--- config.mk ---
export PLATFORM = sky130hd
export DESIGN_NAME = phase_noise_ctrl
export DESIGN_NICKNAME = d
export VERILOG_FILES = /design/src/rtl/phase_noise_ctrl.sv
export SDC_FILE = /design/constraint.sdc
export NUM_CORES = 1
export LEC_CHECK = 0
export ABC_AREA = 1
export CAP_MARGIN = 10
export CORE_MARGIN = 3
export CORE_UTILIZATION = 63
export CTS_CLUSTER_DIAMETER = 40
export CTS_CLUSTER_SIZE = 8
export DETAILED_ROUTE_END_ITERATION = 10
export PLACE_DENSITY = 0.83
export SLEW_MARGIN = 20
export SYNTH_ARGS = -nofsm -noshare
export SYNTH_HDL_FRONTEND = slang
export SYNTH_SLANG_ARGS = --single-unit
--- constraint.sdc ---
create_clock -name clk -period 8.05 [get_ports clk]
set_input_delay 1.2075 -clock clk [delete_from_list [all_inputs] [get_ports clk]]
set_output_delay 1.2075 -clock clk [all_outputs]
set_load 0.1 [all_outputs]
--- src/rtl/phase_noise_ctrl.sv ---
// Phase-impairment sequencer: settle, ramp and hold segments with
// optional LFSR jitter, one rotator angle per input sample strobe.
module phase_noise_ctrl #(
  parameter int          PW        = 16,
  parameter int          CW        = 16,
  parameter logic [15:0] LFSR_SEED = 16'hACE1
) (
  input  logic          clk,
  input  logic          reset,
  input  logic          start,
  input  logic          abort,
  input  logic          in_valid,
  input  logic [CW-1:0] settle_len,
  input  logic [CW-1:0] ramp_len,
  input  logic [PW-1:0] ramp_step,
  input  logic [CW-1:0] hold_len,
  input  logic          jit_en,
  input  logic [3:0]    jit_shift,
  output logic [PW-1:0] phase_out,
  output logic          phase_valid,
  output logic          busy,
  output logic          done,
  output logic [1:0]    state_o
);

  typedef enum logic [1:0] {
    IDLE   = 2'd0,
    SETTLE = 2'd1,
    RAMP   = 2'd2,
    HOLD   = 2'd3
  } state_t;

  state_t        state_q;
  state_t        state_d;
  state_t        first_seg;
  state_t        after_settle;
  state_t        after_ramp;

  logic [PW-1:0] acc_q;
  logic [PW-1:0] acc_d;
  logic [PW-1:0] freq_q;
  logic [PW-1:0] freq_d;
  logic [CW-1:0] cnt_q;
  logic [CW-1:0] cnt_d;
  logic [15:0]   lfsr_q;
  logic [15:0]   lfsr_d;
  logic [PW-1:0] phase_q;
  logic [PW-1:0] phase_d;
  logic          pv_q;
  logic          pv_d;
  logic          done_q;
  logic          done_d;
  logic          load;

  logic [CW-1:0] settle_q;
  logic [CW-1:0] ramp_q;
  logic [CW-1:0] hold_q;
  logic [PW-1:0] step_q;
  logic          jit_en_q;
  logic [3:0]    shift_q;

  logic [CW-1:0]        seg_len;
  logic                 last;
  logic                 lfsr_fb;
  logic signed [PW-1:0] jit_ext;
  logic [PW-1:0]        jitter;
  logic [PW-1:0]        freq_up;
  logic [PW-1:0]        acc_ramp;
  logic [PW-1:0]        acc_hold;

  assign lfsr_fb = lfsr_q[15] ^ lfsr_q[13]
                 ^ lfsr_q[12] ^ lfsr_q[10];

  // Jitter is only ever added to the output word, never to acc.
  assign jit_ext = PW'($signed(lfsr_q));
  assign jitter  = jit_en_q ? PW'(jit_ext >>> shift_q) : '0;

  assign freq_up  = freq_q + step_q;
  assign acc_ramp = acc_q + freq_up;
  assign acc_hold = acc_q + freq_q;

  always_comb begin
    seg_len = hold_q;
    unique case (1'b1)
      (state_q == SETTLE): seg_len = settle_q;
      (state_q == RAMP):   seg_len = ramp_q;
      default:             seg_len = hold_q;
    endcase
  end

  assign last = (cnt_q == seg_len - CW'(1));

  always_comb begin
    first_seg = IDLE;
    if (settle_len != '0) begin
      first_seg = SETTLE;
    end else if (ramp_len != '0) begin
      first_seg = RAMP;
    end else if (hold_len != '0) begin
      first_seg = HOLD;
    end
  end

  assign after_settle = (ramp_q != '0) ? RAMP :
                        (hold_q != '0) ? HOLD : IDLE;
  assign after_ramp   = (hold_q != '0) ? HOLD : IDLE;

  always_comb begin
    state_d = state_q;
    acc_d   = acc_q;
    freq_d  = freq_q;
    cnt_d   = cnt_q;
    lfsr_d  = lfsr_q;
    phase_d = phase_q;
    pv_d    = 1'b0;
    done_d  = 1'b0;
    load    = 1'b0;
    if (abort) begin
      state_d = IDLE;
    end else if (state_q == IDLE) begin
      if (start) begin
        load    = 1'b1;
        acc_d   = '0;
        freq_d  = '0;
        cnt_d   = '0;
        lfsr_d  = LFSR_SEED;
        state_d = first_seg;
        done_d  = (first_seg == IDLE);
      end
    end else if (in_valid) begin
      pv_d  = 1'b1;
      cnt_d = last ? '0 : cnt_q + CW'(1);
      if (jit_en_q) begin
        lfsr_d = {lfsr_q[14:0], lfsr_fb};
      end
      unique case (1'b1)
        (state_q == SETTLE): begin
          phase_d = jitter;
          if (last) state_d = after_settle;
        end
        (state_q == RAMP): begin
          freq_d  = freq_up;
          acc_d   = acc_ramp;
          phase_d = acc_ramp + jitter;
          if (last) state_d = after_ramp;
        end
        default: begin
          acc_d   = acc_hold;
          phase_d = acc_hold + jitter;
          if (last) state_d = IDLE;
        end
      endcase
      done_d = last && (state_d == IDLE);
    end
  end

  always_ff @(posedge clk) begin
    if (!reset) begin
      state_q  <= IDLE;
      acc_q    <= '0;
      freq_q   <= '0;
      cnt_q    <= '0;
      lfsr_q   <= LFSR_SEED;
      phase_q  <= '0;
      pv_q     <= 1'b0;
      done_q   <= 1'b0;
      settle_q <= '0;
      ramp_q   <= '0;
      hold_q   <= '0;
      step_q   <= '0;
      jit_en_q <= 1'b0;
      shift_q  <= '0;
    end else begin
      state_q <= state_d;
      acc_q   <= acc_d;
      freq_q  <= freq_d;
      cnt_q   <= cnt_d;
      lfsr_q  <= lfsr_d;
      phase_q <= phase_d;
      pv_q    <= pv_d;
      done_q  <= done_d;
      if (load) begin
        settle_q <= settle_len;
        ramp_q   <= ramp_len;
        hold_q   <= hold_len;
        step_q   <= ramp_step;
        jit_en_q <= jit_en;
        shift_q  <= jit_shift;
      end
    end
  end

  assign phase_out   = phase_q;
  assign phase_valid = pv_q;
  assign done        = done_q;
  assign busy        = (state_q != IDLE);
  assign state_o     = state_q;

endmodule

==> impl_metrics.yaml <==
clock_network:
  hold_buffers: 0
  numClockSinks: 153
  clk_pin_slew_ns: 0.07
  post_cts_resized: 0
  htree_levels: 4
  cts_made_buffers: 17
  cts_max_path_buffers: 2
  root_buffer: "clkbuf_16"
  postCtsSetupRepairBufs: 0
  cts_tree: "built"
  clk_latency_ns: 0.44
worst_hold_path:
  min_path_type: "flip-flop to flip-flop"
  hold_path_depth: 2
worst_setup_path:
  slowest_delay_ns: 0.40
  cp-start-kind: "flip-flop"
  crit_path_frequent_cell: "nand2_1"
  cpMaxStageDelayCell: "fa_1"
  crit_arrival_ns: 5.47
  crit_required_ns: 8.39
  reg2reg_depth: 35
  crit_type: "flip-flop to flip-flop"
  setup.worst_path.end_class: "flip-flop"
  crit_path_max_fanout: 4
yosys:
  yosysUniqueCellTypes: 51
  synth_edf_count: 0
  synthCells: 1570
  yosysSeqAreaShare: 0.303
  yosys_most_used_dff: "dfxtp_1"
  ys_warn_count: 0
  avgSynthCellArea_sq_um: 6.43
  synth_nets: 1698
  synthArstFlopShare: 0
  synthesis.area_sq_mm: 0.0101
  synth-seq-cells: 153
grt:
  grt_pass1_wl_mm: 46.4
  grtUsageTotal: 0.318
  grt_pass1_vias: 9988
  antenna_found_initial: 0
  grt_max_degree: 79
  overflow: 0
timing:
  min_period_ns: 5.14
  setup_violations: 0
  rsz0062_at_grt: "false"
  max_freq_mhz: 195
  finalSetupTns_ns: 0
  fin_crit_sh: 0.638
  drv_slew: 0
  worst_pin_slew_ns: 1.08
  fin_skew_ns: 0.00895
  slew_headroom: 0.278
  hold_viol_final: 0
final_layout:
  num_antenna_cells: 0
  drive_gt1_frac: 0.0476
  fin_nets: 1754
  multiInputGateArea_sq_mm: 0.00623
  num-fill-cells: 1306
  register_area_sq_mm: 0.00306
  area_growth_pct: 15.9
place:
  portBuffers: 94
  place_congestion: 0.983
  detailed_place_hpwl_mm: 20.5
route:
  wirelength_mm: 28.3
  routed_via_density: 5.77
  drt_first_pass_iters: 6
  vias: 10700
  post_drt_wl_per_cell_um: 15.3
  drt_iter0_drc: 861
  drc: 0
  ant_nets: 0
pwr:
  power_density_mw_per_mm2: 178
  ir_drop_mv: 0.176
  p_leak_nw: 5.20
  total_power_w: 0.00209
floorplan:
  core_sq_mm: 0.0154
  dieWidth_um: 133
  die_y_um: 133
  dieArea_sq_mm: 0.0176
  initial_core_util: 0.655
  row_count: 45
  ios: 95
run_status:
  status: "finished clean"
flow_run:
  cap_violations: 0
## cell usage in the layout (no fill, tap or decap), types with 24 or more instances in the layout
master / Yosys / final
xor2_1: 24 / 24
clkdlybuf4s50_1: 0 / 93
nand3_1: 116 / 116
ha_1: 51 / 51
nand2_1: 398 / 398
o21ai_0: 140 / 140
inv_1: 129 / 128
a21oi_1: 142 / 142
nor2_1: 189 / 188
dfxtp_1: 153 / 153
## kinds of logic after synthesis
logic type	count (synthesis)	synth area share
multiplexers	4	0.00396
AND/OR/NAND/NOR	780	0.328
buffers and inverters	201	0.0805
XOR/XNOR	33	0.0286
flip-flops	153	0.303
AO/OA/AOI/OAI	345	0.186
adder cells (fa/ha/maj)	54	0.0691
## flip-flops by register name, indices dropped and copies added (netlist names)
name / flops
freq_q: 16
done: 1
cnt_q: 16
phase_valid: 1
ramp_q: 16
hold_q: 16
jit_en_q: 1
shift_q: 4
phase_out: 16
jit_ext: 16
step_q: 16
settle_q: 16
state_o: 2
acc_q: 16
## critical path: cells and delay by family, from the launching register on
kind | cells | cell delay, ns
adder cells (fa/ha/maj) | 4 | 1.18
flip-flops | 1 | 0.33
AO/OA/AOI/OAI | 7 | 1.24
XOR/XNOR | 1 | 0.15
buffers and inverters | 3 | 0.15
AND/OR/NAND/NOR | 20 | 1.99
## synth_stat cells (2+ instances only)
library cell / number / area share
buf_1: 2 / 0.00074
inv_1: 129 / 0.048
buf_6: 6 / 0.0067
nor2_1: 189 / 0.070
or4_1: 5 / 0.0037
clkbuf_1: 54 / 0.020
or2_2: 4 / 0.0025
o22ai_1: 2 / 0.0012
buf_2: 3 / 0.0015
o21ai_2: 2 / 0.0017
nand2_4: 3 / 0.0033
nor3_1: 5 / 0.0025
o221ai_1: 3 / 0.0026
a211oi_1: 4 / 0.0030
a21oi_1: 142 / 0.070
a21o_1: 4 / 0.0030
xnor2_1: 9 / 0.0078
inv_2: 3 / 0.0011
nand3_1: 116 / 0.057
o21ai_1: 4 / 0.0020
dfxtp_1: 153 / 0.30
o211ai_1: 9 / 0.0067
nor2_4: 3 / 0.0033
nand2_1: 398 / 0.15
nand2_2: 12 / 0.0074
o32ai_1: 11 / 0.0095
fa_1: 3 / 0.0059
o21a_1: 3 / 0.0022
ha_1: 51 / 0.063
a21boi_0: 3 / 0.0022
nor2_2: 4 / 0.0025
nand3b_1: 5 / 0.0037
a22oi_1: 2 / 0.0015
buf_4: 2 / 0.0015
a31oi_1: 12 / 0.0074
o21ai_0: 140 / 0.069
nand4_1: 16 / 0.0099
mux2i_1: 4 / 0.0040
xor2_1: 24 / 0.021
nor4_1: 15 / 0.0093
## stage by stage
step	hold WS (ns)	std cells	worst slack (ns)	instance area, sq um	utilization
after global routing	0.490	1850	2.49	11700	0.759
after floorplan	0.443	1570	2.85	10100	-
after CTS	0.469	1850	2.96	11700	0.759
after detailed placement	0.457	1818	3.04	11100	0.718
final	0.467	1850	2.91	11700	0.759
after global placement	0.453	1818	3.20	11100	0.718
## layer usage
metal,vias up,share of wire,global-route usage
met3,69,0.065,0.0567
met1,4858,0.43,0.392
met4,0,0.038,0.133
met2,399,0.47,0.547
li1,5343,-,-
met5,-,0,0
## final cells by class
type | instances | share of cell area
clock buffers | 18 | 0.0375
inverters | 134 | 0.0432
well taps | 211 | 0.0225
multi-input cells | 1216 | 0.532
clock inverters | 14 | 0.0169
repair buffers | 104 | 0.0863
flip-flops and latches | 153 | 0.262
## power by group
| part | switching [W] | internal (W) | leakage, nW |
|---|---|---|---|
| registers | 0.0000273 | 0.000788 | 1.25 |
| clock network | 0.000365 | 0.000509 | 0.310 |
| logic | 0.000257 | 0.000139 | 3.65 |
| total | 0.000650 | 0.00144 | 5.20 |
## worst paths after layout
| kind | slack (ns) | from | endpoint |
|---|---|---|---|
| max | 2.91 | freq_q[0] | phase_out[15] |
| max reg2reg | 2.91 | freq_q[0] | phase_out[15] |
| min | 0.47 | phase_out[12] | phase_out[12] |
| min reg2reg | 0.47 | phase_out[12] | phase_out[12] |
Power figures use the tool's default switching activity.
